==> src/rtl/nibble_sub_pkg.sv <==
// Shared definitions for the nibble-serial subtractor.
//   state_t          : FSM state encoding (IDLE / RUN / DONE)
//   NIB_DEFAULT      : default slice width in bits
//   WIDTH_DEFAULT    : default operand width in bits
//   cnt_width()      : width of the nibble counter for a given step count
package nibble_sub_pkg;

  localparam int NIB_DEFAULT   = 4;
  localparam int WIDTH_DEFAULT = 32;

  typedef enum logic [1:0] {
    IDLE = 2'd0,
    RUN  = 2'd1,
    DONE = 2'd2
  } state_t;

  // A single-step configuration still needs a 1-bit counter.
  function automatic int cnt_width(input int nstep);
    return (nstep > 1) ? $clog2(nstep) : 1;
  endfunction

endpackage

==> src/rtl/nibble_serial_sub_sub4.sv <==
// sub4: combinational subtractor slice, diff = x - y - bi.
//   x, y  : slice operands
//   bi    : borrow in
//   diff  : slice difference
//   bo    : borrow out
// Built as x + ~y + ~bi with generate/propagate terms; the final carry
// out is the inverse of the borrow out.
module sub4 #(
  parameter int W = 4
) (
  input  logic [W-1:0] x,
  input  logic [W-1:0] y,
  input  logic         bi,
  output logic [W-1:0] diff,
  output logic         bo
);

  logic [W-1:0] g;
  logic [W-1:0] p;

  assign g = x & ~y;
  assign p = x ^ ~y;

  always_comb begin
    logic carry;
    diff  = '0;
    carry = ~bi;
    for (int i = 0; i < W; i++) begin
      diff[i] = p[i] ^ carry;
      carry   = g[i] | (p[i] & carry);
    end
    bo = ~carry;
  end

endmodule

==> src/rtl/nibble_serial_sub.sv <==
// nibble_serial_sub: multi-cycle subtractor, d = a - b - bin, one NIB-bit
// slice per clock, least significant slice first.
//   clk, rst_n          : clock, asynchronous active-low reset
//   in_valid / in_ready : operand handshake (a, b, bin)
//   out_valid/out_ready : result handshake (d, bout, zero, ovf)
//   d                   : difference
//   bout                : final borrow (a < b + bin, unsigned)
//   zero                : d == 0
//   ovf                 : signed overflow
// Handshake: a transfer happens on a rising edge where valid and ready are
// both high; in_ready depends only on state, and result outputs stay
// stable while out_valid is high and out_ready is low.
module nibble_serial_sub
  import nibble_sub_pkg::*;
#(
  parameter int WIDTH = WIDTH_DEFAULT,
  parameter int NIB   = NIB_DEFAULT
) (
  input  logic             clk,
  input  logic             rst_n,
  input  logic             in_valid,
  output logic             in_ready,
  input  logic [WIDTH-1:0] a,
  input  logic [WIDTH-1:0] b,
  input  logic             bin,
  output logic             out_valid,
  input  logic             out_ready,
  output logic [WIDTH-1:0] d,
  output logic             bout,
  output logic             zero,
  output logic             ovf
);

  localparam int NSTEP = WIDTH / NIB;
  localparam int CW    = cnt_width(NSTEP);

  if ((WIDTH % NIB) != 0) begin : g_bad_width
    $error("nibble_serial_sub: WIDTH must be a multiple of NIB");
  end

  state_t           state_q, state_d;
  logic [WIDTH-1:0] a_q, b_q, d_q, d_next;
  logic [CW-1:0]    cnt_q;
  logic             borrow_q, bout_q, zero_q, ovf_q;
  logic [NIB-1:0]   a_nib, b_nib, diff_nib;
  logic             slice_bo;
  logic             last_step;

  assign last_step = (cnt_q == CW'(NSTEP - 1));

  // Select the active slice and build the difference as it will look once
  // this slice is written, so the flags can be registered on the last step.
  always_comb begin
    int idx;
    idx    = int'(cnt_q) * NIB;
    a_nib  = a_q[idx +: NIB];
    b_nib  = b_q[idx +: NIB];
    d_next = d_q;
    d_next[idx +: NIB] = diff_nib;
  end

  sub4 #(.W(NIB)) u_slice (
    .x   (a_nib),
    .y   (b_nib),
    .bi  (borrow_q),
    .diff(diff_nib),
    .bo  (slice_bo)
  );

  always_comb begin
    state_d = state_q;
    unique case (state_q)
      IDLE:    if (in_valid)  state_d = RUN;
      RUN:     if (last_step) state_d = DONE;
      DONE:    if (out_ready) state_d = IDLE;
      default:                state_d = IDLE;
    endcase
  end

  always_ff @(posedge clk or negedge rst_n) begin
    if (!rst_n) begin
      state_q  <= IDLE;
      a_q      <= '0;
      b_q      <= '0;
      d_q      <= '0;
      cnt_q    <= '0;
      borrow_q <= 1'b0;
      bout_q   <= 1'b0;
      zero_q   <= 1'b0;
      ovf_q    <= 1'b0;
    end else begin
      state_q <= state_d;
      unique case (state_q)
        IDLE: begin
          if (in_valid) begin
            a_q      <= a;
            b_q      <= b;
            borrow_q <= bin;
            cnt_q    <= '0;
            d_q      <= '0;
            bout_q   <= 1'b0;
            zero_q   <= 1'b0;
            ovf_q    <= 1'b0;
          end
        end
        RUN: begin
          d_q      <= d_next;
          borrow_q <= slice_bo;
          cnt_q    <= cnt_q + 1'b1;
          if (last_step) begin
            cnt_q  <= '0;
            bout_q <= slice_bo;
            zero_q <= (d_next == '0);
            // Operands of differing sign overflow when the result sign
            // disagrees with the minuend.
            ovf_q  <= (a_q[WIDTH-1] != b_q[WIDTH-1]) &&
                      (d_next[WIDTH-1] != a_q[WIDTH-1]);
          end
        end
        default: ;
      endcase
    end
  end

  assign in_ready  = (state_q == IDLE);
  assign out_valid = (state_q == DONE);
  assign d         = d_q;
  assign bout      = bout_q;
  assign zero      = zero_q;
  assign ovf       = ovf_q;

endmodule

==> config.mk <==
export PLATFORM = sky130hd
export DESIGN_NAME = nibble_serial_sub
export DESIGN_NICKNAME = d
export VERILOG_FILES = /design/src/rtl/nibble_sub_pkg.sv /design/src/rtl/nibble_serial_sub_sub4.sv /design/src/rtl/nibble_serial_sub.sv
export SDC_FILE = /design/constraint.sdc
export NUM_CORES = 1
export LEC_CHECK = 0
export ABC_CLOCK_PERIOD_IN_PS = 5500
export CAP_MARGIN = 40
export CELL_PAD_IN_SITES_DETAIL_PLACEMENT = 1
export CELL_PAD_IN_SITES_GLOBAL_PLACEMENT = 1
export CORE_MARGIN = 2
export CORE_UTILIZATION = 39
export CTS_CLUSTER_SIZE = 8
export DETAILED_ROUTE_END_ITERATION = 16
export HOLD_SLACK_MARGIN = 0.12
export PLACE_DENSITY = 0.86
export REMOVE_ABC_BUFFERS = 1
export SYNTH_ARGS = -nofsm -noshare
export SYNTH_HDL_FRONTEND = slang
export SYNTH_SLANG_ARGS = --single-unit
==> constraint.sdc <==
create_clock -name clk -period 5.5 [get_ports clk]
set_input_delay 0.825 -clock clk [delete_from_list [all_inputs] [get_ports clk]]
set_output_delay 0.825 -clock clk [all_outputs]
set_load 0.01 [all_outputs]
==> results of run 1 <==
[sequential cells by signal, indices dropped and copies added, names as in the netlist]
name,count
zero,1
state_q,2
bout,1
b_q,32
d,32
cnt_q,3
borrow_q,1
a_q,32
ovf,1
[stage by stage]
stage	worst slack [ps]	hold WS, ps	std cells
final	813.6	453.6	811
after global routing	576.3	500.6	811
after CTS	788.7	469.2	811
after detailed placement	903.3	463.3	795
after global placement	1090	454.3	794
after floorplan	914.1	440.3	512
[worst max-delay path, cell delays in order, from the launching register on]
cell       delay [ps]
dfrtp_1           660
buf_4             430
mux4_2            290
nand2_1            60
nand2_1           110
fa_1              200
inv_1              60
fa_1              380
fa_1              410
fa_1              790
or3b_2            550
o32ai_1           320
a2111oi_1         100
nand4_1           140
o31ai_2            70
[where the power goes]
part / internal, uW / switching, uW
logic: 1130 / 1650
clock network: 365 / 278
registers: 1110 / 268
total: 2600 / 2200
[cells by family (layout without fill, tap and decap cells)]
logic type      after synthesis  count (layout)  share of synthesized area, %
compound gates               59              59                         8.152
buf+inv                      38             133                         2.807
flops                       105             105                         51.26
mux                          26              26                         9.007
simple gates                307             307                         26.07
xor+xnor                      1               1                        0.1709
fa+ha+maj                     8               8                         2.539
[routing by layer]
metal,vias to the layer above,wire (um)
li1,2016,-
met1,2146,6404
met2,121,7627
met3,22,631
met4,0,269
met5,-,0
[Yosys cell counts (4+ instances only)]
cell / n / area, um2
nor2_1: 13 / 48.80
nor2b_1: 7 / 43.79
dfrtp_1: 105 / 2628
and2_1: 4 / 25.02
ha_1: 4 / 50.05
a21oi_1: 4 / 20.02
inv_1: 5 / 18.77
clkbuf_1: 26 / 97.59
o31ai_1: 5 / 37.54
mux2i_1: 9 / 90.09
a22o_1: 16 / 140.1
buf_1: 5 / 18.77
fa_1: 4 / 80.08
nand3_1: 11 / 55.05
o21ai_0: 21 / 105.1
nor3_1: 5 / 25.02
nand2b_1: 5 / 31.28
nand2_1: 238 / 893.4
nor4_1: 7 / 43.79
mux4_2: 16 / 360.4
[cell type report]
cell class | instances | area, um2 | area share, %
flip-flops and latches | 105 | 2628 | 39.66
clock inverters | 3 | 40.04 | 0.6043
multi-input cells | 401 | 2356 | 35.56
well taps | 172 | 215.2 | 3.248
inverters | 6 | 22.52 | 0.3399
repair buffers | 111 | 1114 | 16.81
clock buffers | 13 | 250.2 | 3.777
[worst max path at each step]
stage	start	endpoint	slack, ps	cells past startpoint
floorplan	cnt_q[0]	zero	910	12
global placement	cnt_q[0]	zero	1090	14
detailed placement	cnt_q[0]	zero	900	14
CTS	cnt_q[0]	zero	790	14
global route	cnt_q[0]	zero	580	14
finish	cnt_q[0]	zero	810	14
==> results.md, run 1 <==
Status:
- The run finished with clean final reports.

GRT:
- In this run the most used layer during global routing was met2.
- The fraction of met3 tracks used by global routing is 3.330%.
- The global route total overflow is 0.
- The number of antenna violations at the first check in global routing is 0.
- For this run, the total global-route usage over all layers was measured as 21.87%.
- The via count of the first global-routing pass is about 4800.
- Entering global routing, the biggest net connects 75 pins.
- The routing usage on met1 is around 28%.
- For this run, global-route usage on met2 was measured as 38.22%.
- The first global-routing pass estimated about 24000 um of wire.

Synthesis:
- After synthesis, the mean cell area works out to approximately 9.4 um2.
- In this run, synthesis inferred 0 flip-flops with an integrated enable.
- The count of state elements after synthesis is 105.
- The share of the Yosys chip area taken by registers is between 50% and 60%.
- The distinct cell type count after synthesis is 51.
- For this run, the leading register cell type out of synthesis is dfrtp_1.
- Synthesis produced 544 cells.
- The fraction of synthesis flops using an asynchronous set or reset pin is 100.0%.
- For this run, the number of Yosys warnings is 0.
- In this run the cell area of the synthesized design comes to between 0.005 and 0.006 mm2.

STA:
- The measured slew at the worst slew-check pin is just over 800 ps.
- The number of failing hold endpoints at the final stage is 0.
- Setup violations remaining at the end of the flow were counted as 0.
- The final-report max-slew violation count came to 0.
- The worst slew margin relative to its limit is 45.64%.
- The minimum clock period is between 4000 and 5000 ps.
- The clock skew is about 4.5 ps.
- Setup repair after global routing left no endpoint under its margin.
- Derived from the worst setup path, the maximum achievable clock frequency is around 210 MHz.
- The post-route clock period utilization is between 80% and 90%.
- After routing, the total negative slack on setup checks comes to 0 ps.

Critical path:
- The critical path launch point type is a flop.
- The critical path in this run is classified as flop to flop.
- Of all nets on the critical path, the largest fanout is 24.
- The critical path capture point type is a flop.
- The reg-to-reg setup timing slack is ~810 ps.
- The worst flop-to-flop path startpoint is cnt_q[0].
- The arrival time at the worst endpoint is between 4000 and 5000 ps.
- For the worst flop-to-flop path, the logic depth is 14.
- At the worst endpoint, the required time is ~5700 ps.
- In this run the critical register-to-register path is captured at zero.

Clock tree:
- The cell sitting at the root of the clock tree is a clkbuf_16.
- The hold buffer count at CTS is 0.
- The TritonCTS clock tree is yes.
- The clock drives 105 sinks.
- The number of setup buffers added after CTS is 0.
- The H-tree level count is 3.
- The post-cts repair resize count is 0.
- The clock passes through at most 2 buffers.
- The clock latency reported for the late side of the worst-skew pair is approximately 350 ps.
- The clock input transition at the sequential cells of the worst setup and hold paths is 70 ps.
- Clock tree synthesis inserted a total of 9 buffers.

Final layout:
- After filler insertion, the fill cell instance count of the layout stands at ~1500.
- Of the cells placed in the final design, the portion with a size suffix greater than 1 is ~7.4%.
- The end-of-flow core utilization is ~52%.
- The final design area excluding fillers is ~0.0066 mm2.
- Compared with the post-synthesis result, the final layout area differs by 29.24%.
- The number of diodes added for antenna fixing is 0.
- The library cell used most frequently in the layout, excluding fill and tap cells, is nand2_1.
- The library cells used most frequently in the layout, excluding fill and tap cells, are nand2_1 (238), dfrtp_1 (105), clkdlybuf4s50_1 (104).
- In the final design database the tool counted a little over 700 nets.

Placed design:
- The placed instances occupy a cell area of 0.006335 mm2.
- The placed wire-length estimate after detailed placement is 10630 um.
- In this run the tool buffered the top-level ports with between 100 and 150 buffer cells.
- The placer's final routability congestion estimate is 0.8588.

Floorplan:
- The starting density of the core is 40.29%.
- The I/O pin count is 106.
- The overall die area is ~0.014 mm2.
- The die width is around 120 um.
- The core outline area is around 0.013 mm2.
- The site row count is 41.
- Measured along the y axis, the die boundary spans about 120 um.

Power and ir drop:
- The design draws between 4000 and 5000 uW.
- IR analysis of the VDD net gives a maximum drop of around 0.33 mV.
- In this run the static leakage power is 0.003114 uW.
- The power density relative to cell area is between 700 and 800 mW/mm2.

Drt:
- The first-pass detailed-route iteration total is 4.
- In the routed layout, each cell is associated on average with a via count of about 5.3.
- After detailed routing, the average wire length per cell comes to about 18 um.
- In this run the remaining antenna-violating nets after routing total 0.
- The count of vias placed by the detailed router is between 4000 and 5000.
- In this run, the number of DRC markers left after iteration 0 of detailed routing was 229.
- In the routed design, unresolved DRC markers number 0.
- After detailed routing, the total wire length is between 10000 and 15000 um.

Flow run:
- The number of max-cap violations is 0.

Hold path:
- The path type of the worst min-delay path is primary input to asynchronous set/reset pin.
No activity file was read; power rests on OpenSTA's default activity.
==> run 2, diff against run 1 <==
--- a/config.mk
+++ b/config.mk
@@ -5,7 +5,6 @@
 export SDC_FILE = /design/constraint.sdc
 export NUM_CORES = 1
 export LEC_CHECK = 0
-export ABC_CLOCK_PERIOD_IN_PS = 5500
 export CAP_MARGIN = 40
 export CELL_PAD_IN_SITES_DETAIL_PLACEMENT = 1
 export CELL_PAD_IN_SITES_GLOBAL_PLACEMENT = 1
==> results of run 2 <==
The final DEF is identical to that of run 1; final timing and power are the same.
==> run 3, diff against run 2 <==
--- a/config.mk
+++ b/config.mk
@@ -10,11 +10,13 @@
 export CELL_PAD_IN_SITES_GLOBAL_PLACEMENT = 1
 export CORE_MARGIN = 2
 export CORE_UTILIZATION = 39
+export CTS_CLUSTER_DIAMETER = 150
 export CTS_CLUSTER_SIZE = 8
 export DETAILED_ROUTE_END_ITERATION = 16
 export HOLD_SLACK_MARGIN = 0.12
-export PLACE_DENSITY = 0.86
+export PLACE_DENSITY_LB_ADDON = 0.1
 export REMOVE_ABC_BUFFERS = 1
+export SLEW_MARGIN = 0
 export SYNTH_ARGS = -nofsm -noshare
 export SYNTH_HDL_FRONTEND = slang
 export SYNTH_SLANG_ARGS = --single-unit
==> run 3 against run 2 <==
Net effect:
- setup slack better by 120 ps
- clock skew grew 3.8 ps
- die area did not move
- cell area down 0.74%
- critical path type unchanged
- clock power decreased by 8.1%
- cell count down 0.25%
- wire length shrank 6.6%
- critical path depth unchanged
- largest cell class unchanged
==> results.md, run 3 (synthesis gave the netlist of run 1 again) <==
Critical path:
- The critical path capture point type is a flop (unchanged).
- The worst endpoint required time is 5730 ps (about the same).
- The critical path launch point type is a flop (unchanged).
- The largest fanout on the critical path was 25 (was 24).
- The arrival time at the worst endpoint was 4800 ps (was 4920 ps).
- The depth of the most critical reg-to-reg path is 14 (unchanged).
- The startpoint-to-endpoint class of the critical path is flop to flop (unchanged).
- The reg-to-reg setup timing slack is 940 ps (was 810 ps).

Final layout:
- The number of standard cells in the final layout excluding fillers came to 809 (was 811).
- The combined flip-flop and latch cell area is 0.002628 mm2 (unchanged).
- The fill cell total of the finished layout is 1488 (was 1499).
- The final design area excluding fillers is 0.006576 mm2 (was 0.006625 mm2).
- The share of layout cells above drive strength 1 is 7.378% (was 7.355%).
- The final net count is 711 (unchanged).
- The area taken by multi-input logic gates is 0.002356 mm2 (unchanged).
- The number of diodes added for antenna fixing came to 0 (unchanged).
- The layout overhead on the synthesized area is 28.29% (was 29.24%).
- Commonest non-fill, non-tap cells in the layout: nand2_1 (238), dfrtp_1 (105), clkdlybuf4s50_1 (104) (unchanged).
- The most frequent standard cell in the layout excluding fill and tap cells is nand2_1 (unchanged).

Placed design:
- The placer's final routability congestion estimate is 0.8230 (was 0.8588).
- The total of buffers placed on input and output ports is 105 (unchanged).
- The instance area at placement is 0.006315 mm2 (was 0.006335 mm2).
- The cell count after placement came to 795 (unchanged).
- The placed wire-length estimate after detailed placement is 9951 um (was 10630 um).

Floorplan:
- The core outline area is 0.01272 mm2 (unchanged).
- The overall die area is 0.01408 mm2 (unchanged).
- The I/O pin count is 106 (unchanged).
- The die width is 118.6 um (unchanged).
- The starting density of the core came to 40.29% (unchanged).
- The site row count was 41 (unchanged).
- The die outline height is 118.6 um (unchanged).

STA:
- The maximum clock frequency is 219.1 MHz (was 213.4 MHz).
- The post-route clock period utilization is 83.00% (was 85.21%).
- The worst slew margin relative to its limit came to 48.69% (was 45.64%).
- The minimum clock period is 4565 ps (was 4686 ps).
- The measured slew at the worst slew-check pin is 769.6 ps (was 815.4 ps).
- The clock skew is 8.280 ps (was 4.477 ps).
- The setup violation total in the final timing report is 0 (unchanged).
- The final-report max-slew violation count is 0 (unchanged).
- The final worst hold slack is 475.4 ps (was 453.6 ps).
- Setup repair after global routing missed its margin: no (unchanged).
- The final total negative setup slack came to 0 ps (unchanged).
- The number of failing hold endpoints at the final stage is 0 (unchanged).

GRT:
- The via count of the first global-routing pass came to 4511 (was 4805).
- The fraction of met3 tracks used by global routing is 4.537% (was 3.330%).
- The met2 track demand over resource in global routing is 35.63% (was 38.22%).
- The number of antenna violations at the first check in global routing is 0 (unchanged).
- The layer with the highest usage after global routing was met2 (unchanged).
- The routing usage on met1 came to 26.77% (was 27.79%).
- The all-layer global routing usage came to 20.80% (was 21.87%).
- The global route total overflow is 0 (unchanged).
- The global-route wire length before repair is 23140 um (was 24370 um).
- The largest net degree at the start of global routing was 75 (unchanged).

Clock tree:
- The clock latency reported for the late side of the worst-skew pair came to 360 ps (was 350 ps).
- The post-cts repair resize count is 0 (unchanged).
- The clock root buffer master is clkbuf_16 (unchanged).
- The clock input transition at the sequential cells of the worst setup and hold paths is 70 ps (about the same).
- The clock buffer count from CTS is 9 (unchanged).
- The maximum clock insertion buffer count is 2 (unchanged).
- The total clock sinks is 105 (unchanged).
- The hold buffer count at CTS was 0 (unchanged).
- The TritonCTS clock tree is yes (unchanged).
- The number of setup buffers added after CTS is 0 (unchanged).
- The H-tree level count is 3 (unchanged).

Power and ir drop:
- The maximum vdd drop was 0.3610 mV (was 0.3347 mV).
- The static leakage came to 0.003095 uW (was 0.003114 uW).
- The power density relative to cell area is 712.2 mW/mm2 (was 724.5 mW/mm2).
- The internal power is 2543 uW (was 2604 uW).
- The relative contribution of the clock network to total power was 12.6% (was 13.4%).
- The combinational group share of total power was 58.2% (was 57.8%).
- The net switching power figure is 2140 uW (was 2196 uW).
- The net switching fraction of the power is 45.70% (was 45.75%).
- The relative contribution of sequential cells to total power is 29.2% (was 28.8%).
- The final total power is 4683 uW (was 4800 uW).

Drt:
- The count of vias placed by the detailed router came to 4249 (was 4305).
- The routed wire length is 13950 um (was 14930 um).
- The number of remaining DRC errors was 0 (unchanged).
- The number of vias per cell is 5.252 (was 5.308).
- The residual antenna-violating net count after detailed routing is 0 (unchanged).
- The first-pass detailed-route iteration total is 4 (unchanged).
- The initial detailed-routing violation count was 165 (was 229).
- The routed length per instance is 17.24 um (was 18.41 um).

Flow run:
- The number of max-cap violations came to 0 (unchanged).

Hold path:
- The path type of the worst min-delay path is primary input to asynchronous set/reset pin (unchanged).

Status:
- Outcome: finished clean (unchanged).
-- run 3: cell types whose count changed in the layout (fill, tap and decap cells not counted) --
cell       before  now
bufinv_16       1    0
clkinv_4        0    1
buf_16          1    0
buf_4           6    7
clkbuf_1        3    1
-- run 3: metrics by stage --
step                worst slack [ps]  util, %
floorplan                      914.1        -
global placement                1067    49.64
detailed placement             968.4    49.64
CTS                            935.2    51.69
global route                   649.3    51.69
finish                         935.2    51.69
-- run 3: path summary, 6_finish.rpt --
path	endpoint	from
max reg2reg	zero	cnt_q[0]
min in group clk	a_q[14]	a_q[14]
max in group asynchronous	b_q[4]	rst_n
min	d[21]	rst_n
min reg2reg	a_q[14]	a_q[14]
max	zero	cnt_q[0]
-- run 3: layout make-up --
class,count,area share (%)
multi-input combinational,401,35.83
sequential,105,39.95
clock buffer,11,3.691
timing repair buffer,111,16.63
inverter,6,0.3425
clock inverter,3,0.2854
tap,172,3.272
-- run 3: power by group through the flow --
stage	registers [uW]	logic [uW]	clock network, uW
2_1_floorplan	1370	1710	0
5_1_grt	1420	3000	633
3_5_place_dp	1380	2710	0
4_1_cts	1370	2730	607
6_report	1370	2720	590
3_3_place_gp	1370	2660	0
-- run 3: layer usage --
| metal | up-vias | wire (um) |
|---|---|---|
| li1 | 2013 | - |
| met1 | 2144 | 6274 |
| met2 | 80 | 7015 |
| met3 | 12 | 492 |
| met4 | 0 | 163 |
| met5 | - | 0 |
-- run 3: critical path: stages (launching register included) --
cell	delay [ps]
dfrtp_1	620
buf_4	410
mux4_2	280
nand2_1	50
nand2_1	100
fa_1	170
inv_1	50
fa_1	380
fa_1	410
fa_1	800
or3b_2	550
o32ai_1	310
a2111oi_1	110
nand4_1	130
o31ai_2	60
